### src/rtl/led_pattern_gen_if.sv
// led_pattern_gen_if: pattern select/pause in, step tick and active-low LED drive out
// Signals: mode[1:0] pattern select, pause freeze, tick step pulse, leds[N_LEDS-1:0] active-low drive.
// Modports: master drives mode/pause (board/controller side), slave is the generator.
interface led_pattern_gen_if #(
  parameter int N_LEDS = 8
);
  logic [1:0] mode;
  logic pause;
  logic tick;
  logic [N_LEDS-1:0] leds;
  modport master(output mode, pause, input tick, leds);
  modport slave(input mode, pause, output tick, leds);
endinterface

### src/rtl/led_pattern_gen.sv
// led_pattern_gen: prescaled LED pattern engine (count, rotate, bounce, optional breathe)
// Ports: clk system clock; rst synchronous active-high reset;
//   bus.mode pattern select (0 count, 1 rotate, 2 bounce, 3 breathe); bus.pause freezes prescaler and pattern;
//   bus.tick registered one-cycle step pulse; bus.leds active-low LED drive (~pattern).
// Define LED_BREATHE_EN to build the PWM breathe engine; otherwise mode 3 counts like mode 0.
module led_pattern_gen #(
  parameter int CLK_FREQ_HZ = 10000000,
  parameter int STEP_HZ = 4,
  parameter int N_LEDS = 8,
  parameter int PWM_BITS = 8
) (
  input logic clk,
  input logic rst,
  led_pattern_gen_if.slave bus
);
  localparam int DIV = (CLK_FREQ_HZ / STEP_HZ < 1) ? 1 : CLK_FREQ_HZ / STEP_HZ;
  localparam int CW = $clog2(DIV + 1);
  localparam int PW = (N_LEDS > 1) ? $clog2(N_LEDS) : 1;
  if (N_LEDS < 1 || PWM_BITS < 1) begin : g_bad_params
    $error("led_pattern_gen: N_LEDS and PWM_BITS must be >= 1");
  end
  typedef enum logic [1:0] {M_COUNT, M_ROTATE, M_BOUNCE, M_BREATHE} mode_t;
  mode_t mode_q, mode_n, mode_in;
  logic [CW-1:0] presc;
  logic tick_q, step, wrap, dir, dir_n;
  logic [N_LEDS-1:0] pat, pat_n, disp_n, leds_q;
  logic [PW-1:0] pos, pos_n;
`ifdef LED_BREATHE_EN
  logic [PWM_BITS-1:0] pwm_cnt, duty, duty_n;
`endif
  assign mode_in = mode_t'(bus.mode);
  assign wrap = presc == CW'(DIV - 1);
  // a tick arriving while paused is dropped so the pattern stays frozen
  assign step = tick_q && !bus.pause;
  assign bus.tick = tick_q;
  assign bus.leds = leds_q;
  always_comb begin
    mode_n = mode_q;
    pat_n = pat;
    pos_n = pos;
    dir_n = dir;
`ifdef LED_BREATHE_EN
    duty_n = duty;
`endif
    if (step) begin
      if (mode_in != mode_q) begin
        mode_n = mode_in;
        pos_n = '0;
        dir_n = 1'b0;
        pat_n = (mode_in == M_ROTATE || mode_in == M_BOUNCE) ? N_LEDS'(1) : '0;
`ifdef LED_BREATHE_EN
        duty_n = '0;
`endif
      end else begin
        case (mode_q)
          M_ROTATE: pat_n = (pat << 1) | (pat >> (N_LEDS - 1));
          M_BOUNCE: begin
            // dir flips on the step that lands on an end, so each end is shown for one step
            pos_n = (N_LEDS == 1) ? '0 : dir ? pos - 1'b1 : pos + 1'b1;
            dir_n = (N_LEDS == 1) ? 1'b0 : dir ? (pos_n != '0) : (pos_n == PW'(N_LEDS - 1));
            pat_n = N_LEDS'(1) << pos_n;
          end
`ifdef LED_BREATHE_EN
          M_BREATHE: begin
            duty_n = dir ? duty - 1'b1 : duty + 1'b1;
            dir_n = dir ? (duty_n != '0) : (duty_n == '1);
          end
`endif
          default: pat_n = pat + N_LEDS'(1);
        endcase
      end
    end
`ifdef LED_BREATHE_EN
    disp_n = (mode_n == M_BREATHE) ? {N_LEDS{pwm_cnt < duty_n}} : pat_n;
`else
    disp_n = pat_n;
`endif
  end
  always_ff @(posedge clk) begin
    if (rst) begin
      presc <= '0;
      tick_q <= 1'b0;
      mode_q <= M_COUNT;
      pat <= '0;
      pos <= '0;
      dir <= 1'b0;
      leds_q <= '1;
    end else begin
      if (!bus.pause) presc <= wrap ? '0 : presc + 1'b1;
      tick_q <= !bus.pause && wrap;
      mode_q <= mode_n;
      pat <= pat_n;
      pos <= pos_n;
      dir <= dir_n;
      leds_q <= ~disp_n;
    end
  end
`ifdef LED_BREATHE_EN
  always_ff @(posedge clk) begin
    if (rst) begin
      pwm_cnt <= '0;
      duty <= '0;
    end else begin
      pwm_cnt <= pwm_cnt + 1'b1;
      duty <= duty_n;
    end
  end
`endif
endmodule
### src/flat_wrapper.sv
// flat-port wrapper written by rule: the top's interface ports become plain ports
module led_pattern_gen_flat 
#(
  parameter int CLK_FREQ_HZ = 10000000,
  parameter int STEP_HZ = 4,
  parameter int N_LEDS = 8,
  parameter int PWM_BITS = 8
)
  (clk, rst, bus_mode, bus_pause, bus_tick, bus_leds);
  led_pattern_gen_if #(.N_LEDS(N_LEDS)) bus_i ();
  input logic clk;
  input logic rst;
  input wire logic [$bits(bus_i.mode)-1:0] bus_mode;
  input wire logic [$bits(bus_i.pause)-1:0] bus_pause;
  output wire logic [$bits(bus_i.tick)-1:0] bus_tick;
  output wire logic [$bits(bus_i.leds)-1:0] bus_leds;
  assign bus_i.mode = bus_mode;
  assign bus_i.pause = bus_pause;
  assign bus_tick = bus_i.tick;
  assign bus_leds = bus_i.leds;
  led_pattern_gen #(.CLK_FREQ_HZ(CLK_FREQ_HZ), .STEP_HZ(STEP_HZ), .N_LEDS(N_LEDS), .PWM_BITS(PWM_BITS)) u_core (.clk(clk), .rst(rst), .bus(bus_i));
endmodule
### config.mk
export PLATFORM = sky130hd
export DESIGN_NAME = led_pattern_gen_flat
export DESIGN_NICKNAME = d
export VERILOG_FILES = /design/src/rtl/led_pattern_gen_if.sv /design/src/rtl/led_pattern_gen.sv /design/src/flat_wrapper.sv
export SDC_FILE = /design/constraint.sdc
export NUM_CORES = 1
export LEC_CHECK = 0
export ABC_AREA = 1
export CORE_MARGIN = 10
export CORE_UTILIZATION = 60
export CTS_BUF_LIST = sky130_fd_sc_hd__clkbuf_2 sky130_fd_sc_hd__clkbuf_4 sky130_fd_sc_hd__clkbuf_8
export DETAILED_ROUTE_END_ITERATION = 10
export PLACE_DENSITY = 0.85
export SLEW_MARGIN = 15
export SYNTH_ARGS = -nofsm -noshare
export SYNTH_HDL_FRONTEND = slang
export SYNTH_SLANG_ARGS = --single-unit
### constraint.sdc
create_clock -name clk -period 3.3 [get_ports clk]
set_input_delay 0.495 -clock clk [delete_from_list [all_inputs] [get_ports clk]]
set_output_delay 0.495 -clock clk [all_outputs]
set_load 0.005 [all_outputs]
==> results of run 1 <==
through the flow:
stage / std cells / hold slack [ns] / setup WS, ns / util / area (sq um)
finish: 450 / 0.504 / 1.24 / 0.701 / 2840
global route: 450 / 0.538 / 1.05 / 0.701 / 2840
CTS: 450 / 0.505 / 1.26 / 0.701 / 2840
detailed placement: 442 / 0.494 / 0.992 / 0.671 / 2720
global placement: 442 / 0.481 / 1.08 / 0.671 / 2720
floorplan: 384 / 0.456 / 1.70 / - / 2560
layout make-up:
| type | count | area [sq um] |
|---|---|---|
| multi-input cells | 278 | 1410 |
| fillers | 357 | 1210 |
| flip-flops and latches | 45 | 901 |
| inverters | 55 | 209 |
| repair buffers | 14 | 138 |
| clock buffers | 7 | 90.1 |
| well taps | 50 | 62.6 |
| clock inverters | 1 | 30.0 |
kinds of logic (layout without fill, tap and decap cells):
group / after synthesis / in the layout
AND/OR/NAND/NOR: 214 / 214
buffers and inverters: 61 / 77
AO/OA/AOI/OAI: 49 / 49
flip-flops: 45 / 45
adder cells (fa/ha/maj): 10 / 10
XOR/XNOR: 5 / 5
layer usage:
layer	wire length (um)	track usage	up-vias
li1	-	-	1248
met1	2580	0.192	1108
met2	2660	0.264	75
met3	336	0.0421	5
met4	48	0.0434	0
met5	0	0	-
worst max-delay path, delay by kind of cell:
kind | cells | cell delay, ns
AND/OR/NAND/NOR | 4 | 0.60
AO/OA/AOI/OAI | 1 | 0.15
buffers and inverters | 3 | 1.04
cell usage after synthesis (2+ instances only):
cell      count
nor2_1       48
o21ai_0      12
clkbuf_1      2
buf_2         2
nand4_1       7
nand2_2       5
nor2_2        6
xnor2_1       2
a211oi_1      2
a21oi_1      29
xor2_1        3
inv_2         2
nor3_1       15
nand3_1      23
ha_1          9
or2_2         2
inv_1        52
dfxtp_1      45
a21boi_1      2
nand3_2       2
nand3b_1      4
nand2_4       2
nand2_1      96
o21ai_1       2
power by group:
| group | total, W | switching, W | leakage, nW | internal, W |
|---|---|---|---|---|
| sequential | 0.000547 | 0.00000239 | 0.363 | 0.000545 |
| combinational | 0.0000342 | 0.0000218 | 0.771 | 0.0000124 |
| clock | 0.000445 | 0.000189 | 0.0619 | 0.000255 |
| total | 0.00103 | 0.000214 | 1.20 | 0.000812 |
final timing paths:
path,start,end,slack (ns),depth (start not counted)
min reg2reg,u_core.pos[1],u_core.pos[1],0.50,2
max,bus_pause,u_core.pos[0],1.24,8
max reg2reg,u_core.pos[0],u_core.bus.leds[2],1.46,10
min,u_core.pos[1],u_core.pos[1],0.50,2
cell usage in the layout (no fill, tap or decap), types with 5 or more instances in the layout:
| master | n |
|---|---|
| inv_1 | 52 |
| clkdlybuf4s50_1 | 13 |
| dfxtp_1 | 45 |
| nor2_2 | 6 |
| nand2_2 | 5 |
| o21ai_0 | 12 |
| ha_1 | 9 |
| nor2_1 | 48 |
| nor3_1 | 15 |
| nand4_1 | 7 |
| clkbuf_8 | 6 |
| a21oi_1 | 29 |
| nand3_1 | 23 |
| nand2_1 | 96 |
==> impl_metrics.toml, run 1 <==
[worst_setup_path]
crit_path_start_kind = "primary input"
crit_top_cell = "nor2_1"
path_cells = "clkdlybuf4s50_1 > inv_4 > nand2_4 > inv_1 > nand2_1 > nor2_1 > o21ai_0 > nor2_1"
critical_path.slowest_cell = "clkdlybuf4s50_1"
crit_arrival_ns = 2.29
worst_path_largest_cell_delay_ns = 0.55
required_ns = 3.54
setup.worst_path.end_class = "flop"
critical_path_peak_fanout = 15
worst-setup-path-type = "in2reg"

[yosys]
asyncSetResetFlopFracSynth = 0
synthCells = 384
synth_enable_flop_cells = 0
synth_top_cell_area_share = 0.352
synth_area_leaders = "dfxtp_1 (35%), nand2_1 (14%), inv_1 (7.6%)"
synth.area.mux_share = 0
synth.cell_area_sq_um = 2560
yosys.area.top_type = "dfxtp_1"
yosysSeqAreaShare = 0.352
dominant_combinational_cell_family_by_area_after_synthesis = "simple AND/OR/NAND/NOR gates"
synthesis.nets = 399
synth-seq-cells = 45
synth-compound-area-share = 0.105
synth-xor-area-share = 0.0171
unique_cell_type_count_in_the_yosys_netlist = 34
post_synth_fa_ha_maj_area_fraction = 0.0519
postSynthAreaPerCell_sq_um = 6.66
synth_warnings = 0
synth_simple_gate_area_frac = 0.379
ys_flop_type = "dfxtp_1"

[cts]
clk_pin_slew_ns = 0.08
cts_htree_levels = 2
cts-hold-fix-buffers = 0
cts_made_buffers = 5
cts-root-to-sink-buffers = 2
clock-sinks = 45
cts_tree = "yes"
clock_tree.root_cell = "clkbuf_8"
post_cts_resize_count = 0
insertion_delay_of_the_later_clocked_pin_in_the_worst_skew_pair_ns = 0.30
cts_post_setup_buffers_inserted = 0

[power]
max-vdd-ir-drop_mv = 0.234
leakage_dissipation_nw = 1.20
report.power.total_w = 0.00103
cellPowerDensity_nw_per_um2 = 361

[placed_design]
port-buffer-count = 13
globalplace.congestion = 0.915
detailed_place_hpwl_um = 4110

[floorplanning]
die-height_um = 85.3
boundaryPins = 14
dieWidth_um = 85.3
coreArea_sq_um = 4060
placement_rows = 23
die-area_sq_um = 7270
initial_core_utilization = 0.630

[sta]
report.final.hold_viol_count = 0
timing.setup.tns_ns = 0
measured_slew_at_the_worst_slew_check_pin_ns = 0.440
finalCritPeriodShare = 0.623
grt_setup_unrepaired = "no"
slew_violations = 0
fmax_mhz = 486
layout_min_cycle_time_ns = 2.06
fin_skew_ns = 0.00560
setup_viol = 0
maxSlewHeadroom = 0.707

[min_path]
timing.hold.worst.class = "reg2reg"

[outcome]
status = "finished, final reports clean"

[drt]
wirelength_um = 5630
dr_drc_count = 0
drt-initial-drc-count = 162
drt-pass1-iter-count = 5
num_vias = 2436
via_per_inst = 5.41
routedWlPerCell_um = 12.5
postRouteAntennaNets = 0

[global_routing]
vias_in_the_first_global_route = 2244
grt.overflow.total = 0
grt_max_degree = 20
grt_antenna_before_repair = 0
globalRouteTotalUtil = 0.157
grt_pass1_wl_um = 9840

[finish]
layout-drive-gt1-share = 0.0825
syn2layout_area_growth_pct = 11.3
num-nets-final = 414
antennaDiodeCount = 0

[flow_run]
max-cap-violations = 0
Note: power is estimated with default switching activity, not from simulation.
==> run 2: changes to the inputs <==
--- a/config.mk
+++ b/config.mk
@@ -7,10 +7,10 @@
 export LEC_CHECK = 0
 export ABC_AREA = 1
 export CORE_MARGIN = 10
-export CORE_UTILIZATION = 60
+export CORE_UTILIZATION = 56
 export CTS_BUF_LIST = sky130_fd_sc_hd__clkbuf_2 sky130_fd_sc_hd__clkbuf_4 sky130_fd_sc_hd__clkbuf_8
 export DETAILED_ROUTE_END_ITERATION = 10
-export PLACE_DENSITY = 0.85
+export PLACE_DENSITY = 0.83
 export SLEW_MARGIN = 15
 export SYNTH_ARGS = -nofsm -noshare
 export SYNTH_HDL_FRONTEND = slang
==> constraint.sdc (replaced) <==
create_clock -name clk -period 1.8 [get_ports clk]
set_input_delay 0.27 -clock clk [delete_from_list [all_inputs] [get_ports clk]]
set_output_delay 0.27 -clock clk [all_outputs]
set_load 0.005 [all_outputs]
==> run 2 against run 1 <==
Against the previous run: sequential share of layout area shrank 0.61 points; setup slack got worse by 1.1 ns; global-route usage increased by 0.12 points; final cell count rose by 1.8%; flip-flop and latch count is the same; first-iteration DRC count increased by 21%; total power grew 71%; hold slack worse by 0.015 ns; via count down 1.6%; critical path type is now reg2reg; largest cell class unchanged.
==> impl_metrics.toml, run 2 (synthesis gave the netlist of run 1 again) <==
[min_path]
hold-path-endpoint = "u_core.pos[1]"
whs_path_depth = 2
timing.hold.worst.class = "reg2reg"
worstHoldStart = "u_core.pos[1]"

[sta]
report.final.hold_viol_count = 0
fin_skew_ns = 0.00703
setup_viol = 0
measured_slew_at_the_worst_slew_check_pin_ns = 0.404
slew_violations = 0
layout_min_cycle_time_ns = 1.66
grt_setup_unrepaired = "yes"
fmax_mhz = 603
timing.setup.tns_ns = 0
finalCritPeriodShare = 0.922
maxSlewHeadroom = 0.729

[outcome]
status = "finished, final reports clean"

[power]
report.power.total_w = 0.00176
switching_share = 0.218
power.internal_w = 0.00137
power.share.clock = 0.389
leakage_dissipation_nw = 1.23
cellPowerDensity_nw_per_um2 = 605
pwr-share-seq = 0.571
max-vdd-ir-drop_mv = 0.306
p_switching_w = 0.000384
comb_power_share = 0.040

[global_routing]
grt_max_degree = 16
vias_in_the_first_global_route = 2253
grt_pass1_wl_um = 10000
globalRouteTotalUtil = 0.158
grt_antenna_before_repair = 0
grt.overflow.total = 0

[finish]
layout.cells.most_common_list = "nand2_1 (96), inv_1 (52), nor2_1 (48)"
num-nets-final = 420
antennaDiodeCount = 0
layout-drive-gt1-share = 0.103
mostFrequentLayoutCell = "nand2_1"
syn2layout_area_growth_pct = 13.6
final_design_area_no_fill_sq_um = 2900

[cts]
cts_htree_levels = 2
cts_made_buffers = 5
cts-hold-fix-buffers = 0
cts-root-to-sink-buffers = 2
cts_tree = "yes"
post_cts_resize_count = 1
clock-sinks = 45
insertion_delay_of_the_later_clocked_pin_in_the_worst_skew_pair_ns = 0.30
cts_post_setup_buffers_inserted = 0
clock_tree.root_cell = "clkbuf_8"
clk_pin_slew_ns = 0.08

[worst_setup_path]
critical_path.reg2reg.endpoint = "u_core.bus.leds[0]"
worstPathBufferInverterCount = 3
crit_path_start_kind = "flop"
worst-r2r-cell-count = 10
largest_delay_contributor_family_on_the_critical_path = "adder cells"
critical_path.slowest_cell = "fa_2"
crit_arrival_ns = 1.84
crit_top_cell = "nand2_1"
required_ns = 1.98
critical_path_peak_fanout = 5
worst_path_largest_cell_delay_ns = 0.41
path_cells = "inv_1 > fa_2 > inv_1 > nand2_1 > nand2_2 > inv_2 > o21ai_1 > nand2_1 > nand2_1 > nand2_1"
reg2reg_slack_ns = 0.14
setup.worst_path.end_class = "flop"
reg2reg_from = "u_core.pos[0]"
worst-setup-path-type = "reg2reg"

[floorplanning]
placement_rows = 24
die-height_um = 87.6
die-area_sq_um = 7670
initial_core_utilization = 0.583
boundaryPins = 14
dieWidth_um = 87.6
coreArea_sq_um = 4380

[placed_design]
globalplace.congestion = 0.917
placed_area_sq_um = 2800
port-buffer-count = 13
detailed_place_hpwl_um = 4340

[drt]
via_per_inst = 5.23
dr_drc_count = 0
postRouteAntennaNets = 0
drt-pass1-iter-count = 4
num_vias = 2396
routedWlPerCell_um = 12.2
wirelength_um = 5600
drt-initial-drc-count = 196

[flow_run]
max-cap-violations = 0
run 2: cell types whose count changed in the layout (fill, tap and decap cells not counted), moves of 2 or more:
cell,change
o21ai_1,+2
o21ai_0,-2
buf_4,+4
buf_12,+2
run 2: power by group through the flow:
stage / registers (W) / logic, W / clock network (W)
floorplan: 0.00103 / 0.0000386 / 0
global placement: 0.00103 / 0.0000691 / 0
detailed placement: 0.00103 / 0.0000698 / 0
CTS: 0.00100 / 0.0000701 / 0.000709
global route: 0.00100 / 0.0000760 / 0.000762
finish: 0.00100 / 0.0000703 / 0.000685
run 2: area by class of cell:
type | count | area, sq um
clock buffer | 7 | 96.3
clock inverter | 1 | 5.00
fill | 391 | 1480
inverter | 55 | 209
multi-input combinational | 278 | 1420
sequential | 45 | 902
tap | 52 | 65.1
timing repair buffer | 20 | 208
run 2: worst max path at each step:
stage,startpoint,endpoint,slack [ns],cells after the start
final,u_core.pos[0],u_core.bus.leds[0],0.14,10
after global routing,u_core.pos[0],u_core.bus.leds[0],-0.006,10
after CTS,u_core.pos[0],u_core.bus.leds[0],0.04,10
after detailed placement,bus_pause,u_core.pos[1],0.01,8
after global placement,u_core.pos[0],u_core.bus.leds[0],0.07,10
after floorplan,u_core.pos[0],u_core.bus.leds[1],0.20,10
run 2: stage by stage:
| stage | hold slack, ns | cells | utilization | setup WS, ns |
|---|---|---|---|---|
| floorplan | 0.412 | 384 | - | 0.202 |
| global placement | 0.469 | 450 | 0.638 | 0.0654 |
| detailed placement | 0.485 | 450 | 0.638 | 0.0133 |
| CTS | 0.497 | 458 | 0.661 | 0.0441 |
| global route | 0.529 | 458 | 0.662 | -0.00569 |
| finish | 0.489 | 458 | 0.662 | 0.140 |
run 2: worst min-delay path: cells and delay by family (launching register included):
kind             cells  cell delay, ns
AO/OA/AOI/OAI        1            0.05
flip-flops           1            0.33
AND/OR/NAND/NOR      1            0.06
run 2: per-layer routing:
metal / vias to the layer above / global-route usage / part of all wire
met5: - / 0 / 0
li1: 1267 / - / -
met2: 59 / 0.260 / 0.49
met3: 7 / 0.0334 / 0.049
met1: 1063 / 0.200 / 0.45
met4: 0 / 0.0580 / 0.013
==> run 3: changes to the inputs <==
--- a/config.mk
+++ b/config.mk
@@ -8,8 +8,9 @@
 export ABC_AREA = 1
 export CORE_MARGIN = 10
 export CORE_UTILIZATION = 56
-export CTS_BUF_LIST = sky130_fd_sc_hd__clkbuf_2 sky130_fd_sc_hd__clkbuf_4 sky130_fd_sc_hd__clkbuf_8
+export CTS_BUF_LIST = sky130_fd_sc_hd__clkbuf_4 sky130_fd_sc_hd__clkbuf_8
 export DETAILED_ROUTE_END_ITERATION = 10
+export GPL_ROUTABILITY_DRIVEN = 0
 export PLACE_DENSITY = 0.83
 export SLEW_MARGIN = 15
 export SYNTH_ARGS = -nofsm -noshare
==> results of run 3 <==
The final DEF is identical to that of run 2; final timing and power are the same.
